--- config.mk ---
export PLATFORM = sky130hd
export DESIGN_NAME = adder_op_seq
export DESIGN_NICKNAME = d
export VERILOG_FILES = /design/src/rtl/adder_seq_pkg.sv /design/src/rtl/adder_op_seq.sv
export SDC_FILE = /design/constraint.sdc
export NUM_CORES = 1
export LEC_CHECK = 0
export CAP_MARGIN = 25
export CORE_UTILIZATION = 50
export DETAILED_ROUTE_END_ITERATION = 10
export GPL_TIMING_DRIVEN = 1
export PLACE_DENSITY = 0.84
export REMOVE_ABC_BUFFERS = 1
export SYNTH_ARGS = -nofsm -noshare
export SYNTH_HDL_FRONTEND = slang
export SYNTH_SLANG_ARGS = --single-unit
export TNS_END_PERCENT = 10
--- constraint.sdc ---
create_clock -name clk -period 3.83 [get_ports clk]
set_input_delay 0.5745 -clock clk [delete_from_list [all_inputs] [get_ports clk]]
set_output_delay 0.5745 -clock clk [all_outputs]
set_load 0.05 [all_outputs]
--- src/rtl/adder_seq_pkg.sv ---
// Shared types and helpers for the adder operand sequencer.
package adder_seq_pkg;

    localparam int unsigned WIDTH     = 4;
    localparam int unsigned ERR_CNT_W = 8;

    typedef enum logic [1:0] {
        IDLE   = 2'd0,
        SETTLE = 2'd1,
        RESULT = 2'd2
    } state_t;

    // Reference result at full width so the carry out is kept.
    function automatic logic [WIDTH:0] golden_sum(
        input logic [WIDTH-1:0] a,
        input logic [WIDTH-1:0] b,
        input logic             ci
    );
        return (WIDTH+1)'(a) + (WIDTH+1)'(b) + (WIDTH+1)'(ci);
    endfunction

endpackage

--- src/rtl/adder_op_seq.sv ---
// Operand sequencer and checked result capture around a slow combinational adder.
module adder_op_seq #(
    parameter int unsigned WIDTH         = adder_seq_pkg::WIDTH,
    parameter int unsigned SETTLE_CYCLES = 2,
    parameter int unsigned ERR_CNT_W     = adder_seq_pkg::ERR_CNT_W
) (
    input  logic                 clk,
    input  logic                 rst,
    input  logic                 in_valid,
    output logic                 in_ready,
    input  logic [WIDTH-1:0]     in_a,
    input  logic [WIDTH-1:0]     in_b,
    input  logic                 in_ci,
    output logic [WIDTH-1:0]     add_a,
    output logic [WIDTH-1:0]     add_b,
    output logic                 add_ci,
    input  logic [WIDTH-1:0]     add_sum,
    input  logic                 add_co,
    output logic                 out_valid,
    input  logic                 out_ready,
    output logic [WIDTH-1:0]     out_sum,
    output logic                 out_co,
    output logic                 out_err,
    output logic [ERR_CNT_W-1:0] err_cnt,
    output logic                 busy
);
    import adder_seq_pkg::*;

    localparam int unsigned CNT_W = (SETTLE_CYCLES > 1) ? $clog2(SETTLE_CYCLES) : 1;

    state_t             state;
    logic [CNT_W-1:0]   cnt;
    logic [WIDTH:0]     golden;
    logic               accept;
    logic               mismatch;

    assign in_ready = (state == IDLE) || ((state == RESULT) && out_ready);
    assign accept   = in_valid && in_ready;
    assign mismatch = ({add_co, add_sum} != golden);
    assign busy     = (state != IDLE);

    // Accept is evaluated after the state case so it wins on the back-to-back retire edge.
    always_ff @(posedge clk) begin
        if (rst) begin
            state     <= IDLE;
            cnt       <= '0;
            golden    <= '0;
            add_a     <= '0;
            add_b     <= '0;
            add_ci    <= 1'b0;
            out_valid <= 1'b0;
            out_sum   <= '0;
            out_co    <= 1'b0;
            out_err   <= 1'b0;
            err_cnt   <= '0;
        end else begin
            case (state)
                IDLE: begin
                end
                SETTLE: begin
                    if (cnt != '0) begin
                        cnt <= cnt - CNT_W'(1);
                    end else begin
                        out_sum   <= add_sum;
                        out_co    <= add_co;
                        out_err   <= mismatch;
                        out_valid <= 1'b1;
                        state     <= RESULT;
                        if (mismatch && (err_cnt != '1)) begin
                            err_cnt <= err_cnt + ERR_CNT_W'(1);
                        end
                    end
                end
                RESULT: begin
                    if (out_ready) begin
                        out_valid <= 1'b0;
                        state     <= IDLE;
                    end
                end
                default: begin
                    state <= IDLE;
                end
            endcase

            if (accept) begin
                add_a  <= in_a;
                add_b  <= in_b;
                add_ci <= in_ci;
                golden <= (WIDTH+1)'(golden_sum(in_a, in_b, in_ci));
                cnt    <= CNT_W'(SETTLE_CYCLES - 1);
                state  <= SETTLE;
            end
        end
    end

endmodule
**After elaboration in Yosys (flattened, before gate mapping)**

Index checks and enable logic that the tools add are counted.
W data, S select, Z words.

- Logic and storage cells: 51
- Flip-flop bits (word level): 32

- Equal/unequal tests: 9
- Add/subtract/negate cells: 4
- Reductions and logical operators: 14
- Bitwise gates (word level): 2
- Muxes and demuxes: 10

Operators by type and width:

| kind | number |
|---|---|
| $reduce_and A3 Y1 | 4 |
| $add A8 B1 Y8 const B | 1 |
| $ne A8 B8 Y1 const B | 1 |
| $mux W1 | 6 |
| $ne A2 B2 Y1 const B | 3 |
| $ne A3 B3 Y1 const B | 2 |
| $pmux W2 S3 | 1 |
| $reduce_bool A2 Y1 | 3 |
| $add A4 B4 Y5 | 1 |
| $add A5 B1 Y5 | 1 |
| $ne A5 B5 Y1 | 1 |
| $mux W2 | 2 |
| $logic_and A1 B1 Y1 | 3 |
| $eq A2 B1 Y1 const B | 1 |
| $eq A2 B2 Y1 const B | 1 |
| $logic_not A2 Y1 | 1 |
| $not A1 Y1 | 2 |
| $pmux W1 S2 | 1 |
| $reduce_and A2 Y1 | 1 |
| $reduce_or A2 Y1 | 1 |
| $logic_or A1 B1 Y1 | 1 |
| $sub A1 B1 Y1 const B | 1 |

**Logic depth before layout (Yosys ltp)**

- Word-level depth: 6
- Gate-level depth with buffers: 7

**Least setup slack after synthesis**

Ideal clock, no wire load.

- Kind: input-to-reg
- Start: input out_ready
- End: register add_b[0]
- Buffers on the path: 2
- Arrival: 2.217 ns
- Cell stages on the path: 7
- Slack: 1.543 ns
- Data required time: 3.759 ns
- Path through: inv_1 > a21oi_1 > and2_1 > clkbuf_1 > buf_2 > nand2_1 > a21oi_1

- Cells in the longest elaborated chain, start to end: 3

RTL lines:

| item | RTL line | RTL |
|---|---|---|
| start, declared | adder_op_seq.sv:20 | `input logic out_ready,` |
| $logic_and A1 B1 Y1 | adder_op_seq.sv:37 | `assign in_ready = (state == IDLE) \|\| ((state == RESULT) && out_ready);` |
| $logic_or A1 B1 Y1 | adder_op_seq.sv:37 |  |
| net in_ready | adder_op_seq.sv:10 | `output logic in_ready,` |
| $logic_and A1 B1 Y1 | adder_op_seq.sv:38 | `assign accept = in_valid && in_ready;` |
| end signal, assigned | adder_op_seq.sv:87 | `add_b <= in_b;` |
| end, declared | adder_op_seq.sv:15 | `output logic [WIDTH-1:0] add_b,` |

The timed path passes the listed nets, and every way through them passes these cells.
A chain may end at the register's enable or synchronous reset.

**Worst setup path in the final report**

- Start: input out_ready
- End: output in_ready

- Cells in the longest elaborated chain, start to end: 2

RTL lines:

| item | RTL line |
|---|---|
| $logic_and A1 B1 Y1 | adder_op_seq.sv:37 |
| $logic_or A1 B1 Y1 | adder_op_seq.sv:37 |
| end, declared | adder_op_seq.sv:10 |

Every way passes these cells.

==> metrics.yaml <==
io_pins: 44
root_buffer: "clkbuf_4"
clock.fmax_mhz: 367
syn2layout_area_growth_pct: 34.3
dr.pass1.iters: 4
synth_edf_count: 0
netlist_top_cells_area: "dfxtp_1, nand2_1, a21oi_1"
post_drt_wl_per_cell_um: 12.2
synth.distinct_cells: 31
h-tree-depth: 2
clk_pin_slew_ns: 0.09
maxCapViolCount: 0
clk-insertion-delay-late_ns: 0.34
grt_pass1_vias: 1200
power_leakage_uw: 0.000718
holdBufCountCts: 0
ys.flop_type: "dfxtp_1"
fin_cells: 247
crit_type: "in -> out"
fin_crit_ns: 2.72
power_per_cell_area_nw_per_um2: 381
ir_drop_mv: 0.392
ys_warn_count: 0
final_layout_size_suffix_gt1_frac: 0.0694
synthTopCellsByCount: "nand2_1, dfxtp_1, a21oi_1"
cts_tree: "yes"
fp.dieW_um: 56.3
dp.cells: 238
core_um2: 2780
synth_seq_cells: 32
gp_congestion: 0.765
crit_required_ns: 3.26
diodes: 0
fin_nets: 239
hpwlAfterDp_um: 2200
grt_overflow: 0
viasPerCell: 5.23
start_kind: "primary input"
yosysMostFrequentCell: "nand2_1"
grt_pass1_wl_um: 5100
fin_setup_tns_ns: 0
ant_nets: 0
cts_resized: 0
n_fill_cell: 220
slew_headroom: 0.602
hold_class: "reg -> reg"
final_area_um2: 1980
syn-instance-count: 172
synthArstFlopShare: 0
crit_path_end_kind: "output pin"
cts_sinks: 32
start_util: 0.530
cp_max_fo: 3
fin_skew_ns: 0.00599
tightest_slew_ns: 0.595
reg2reg_slack_ns: 2.14
total_power_uw: 755
rsz0062_at_grt: "false"
synth_top_area_frac: 0.435
drcViolationCount: 0
finalSetupViolCount: 0
yosys.area.top_type: "dfxtp_1"
dpl-instance-area_um2: 1900
track_usage: 0.208
finalHoldViolations: 0
syn_area_um2: 1470
final_max_slew_viol_count: 0
port_buffers: 43
antenna_found_initial: 0
grt_max_degree: 33
cts_made_buffers: 5
fin_util: 0.712
postRouteWirelength_um: 3020
post_cts_buffers: 0
synth-seq-area-share: 0.435
period_share: 0.711
routed-via-count: 1291
die_area_um2: 3170
run_status: "completed"
critPathArrivalTime_ns: 2.15
syn_area_per_cell_um2: 8.57
drtIter0Drc: 44
clk_path_buf_depth: 2
rows: 19
die_h_um: 56.3
[stage by stage]
stage | hold slack, ns | worst slack, ns
floorplan | 0.437 | 1.43
global placement | 0.443 | 1.13
detailed placement | 0.451 | 1.11
CTS | 0.462 | 1.11
global route | 0.480 | 1.04
finish | 0.458 | 1.11
[cells by family after synthesis]
group / count (synthesis) / synth area share
adder cells (fa/ha/maj): 6 / 0.0611
buffers and inverters: 12 / 0.0373
AND/OR/NAND/NOR: 70 / 0.216
multiplexers: 1 / 0.00679
XOR/XNOR: 12 / 0.0713
AO/OA/AOI/OAI: 39 / 0.172
flip-flops: 32 / 0.435
[power by group]
group | switching [µW] | leakage (µW) | internal (µW)
sequential | 14.7 | 0.000262 | 352
clock | 118 | 0.0000380 | 87.3
combinational | 112 | 0.000418 | 71.2
[state kept, by name (all words and copies together), names as in the netlist]
| name | cells |
|---|---|
| out_valid | 1 |
| out_co | 1 |
| add_ci | 1 |
| add_a | 4 |
| golden | 5 |
| err_cnt | 8 |
| out_err | 1 |
| out_sum | 4 |
| cnt | 1 |
| add_b | 4 |
| state | 2 |
[layout by cell type (no fill, tap or decap), types with 2 or more instances in the layout]
master,instances
o21ai_0,2
fa_1,2
nand2_1,41
inv_1,4
nor2_1,13
nor3_1,2
clkbuf_4,5
clkdlybuf4s50_1,43
a21o_1,3
or3_1,2
xor2_1,5
a211oi_1,6
ha_1,4
a21oi_1,25
xnor2_1,7
dfxtp_1,32
clkinv_2,2
nand3_1,4
[routing by layer]
layer	global-route usage	up-vias	share of wire
met1	0.225	587	0.42
met2	0.361	35	0.50
met4	0.0767	0	0.014
met3	0.0899	6	0.062
li1	-	663	-
met5	0	-	0
[critical path: stages]
cell	delay, ns
clkdlybuf4s50_1	0.48
inv_1	0.05
a21oi_1	0.20
clkdlybuf4s50_1	0.84
[path summary, 6_finish.rpt]
kind,startpoint,to,cells past startpoint
hold reg to reg,add_ci,add_ci,2
setup reg to reg,state[0],err_cnt[1],5
setup / recovery,out_ready,in_ready,4
hold / removal,add_ci,add_ci,2
[final cells by class]
class                      instances  area [µm²]  share of cell area
tap                               31        38.8              0.0196
multi-input combinational        128         778               0.393
timing repair buffer              44         445               0.225
sequential                        32         641               0.324
clock inverter                     2        10.0             0.00506
clock buffer                       6        51.3              0.0259
inverter                           4        15.0             0.00759
No activity file was read; power rests on OpenSTA's default activity.
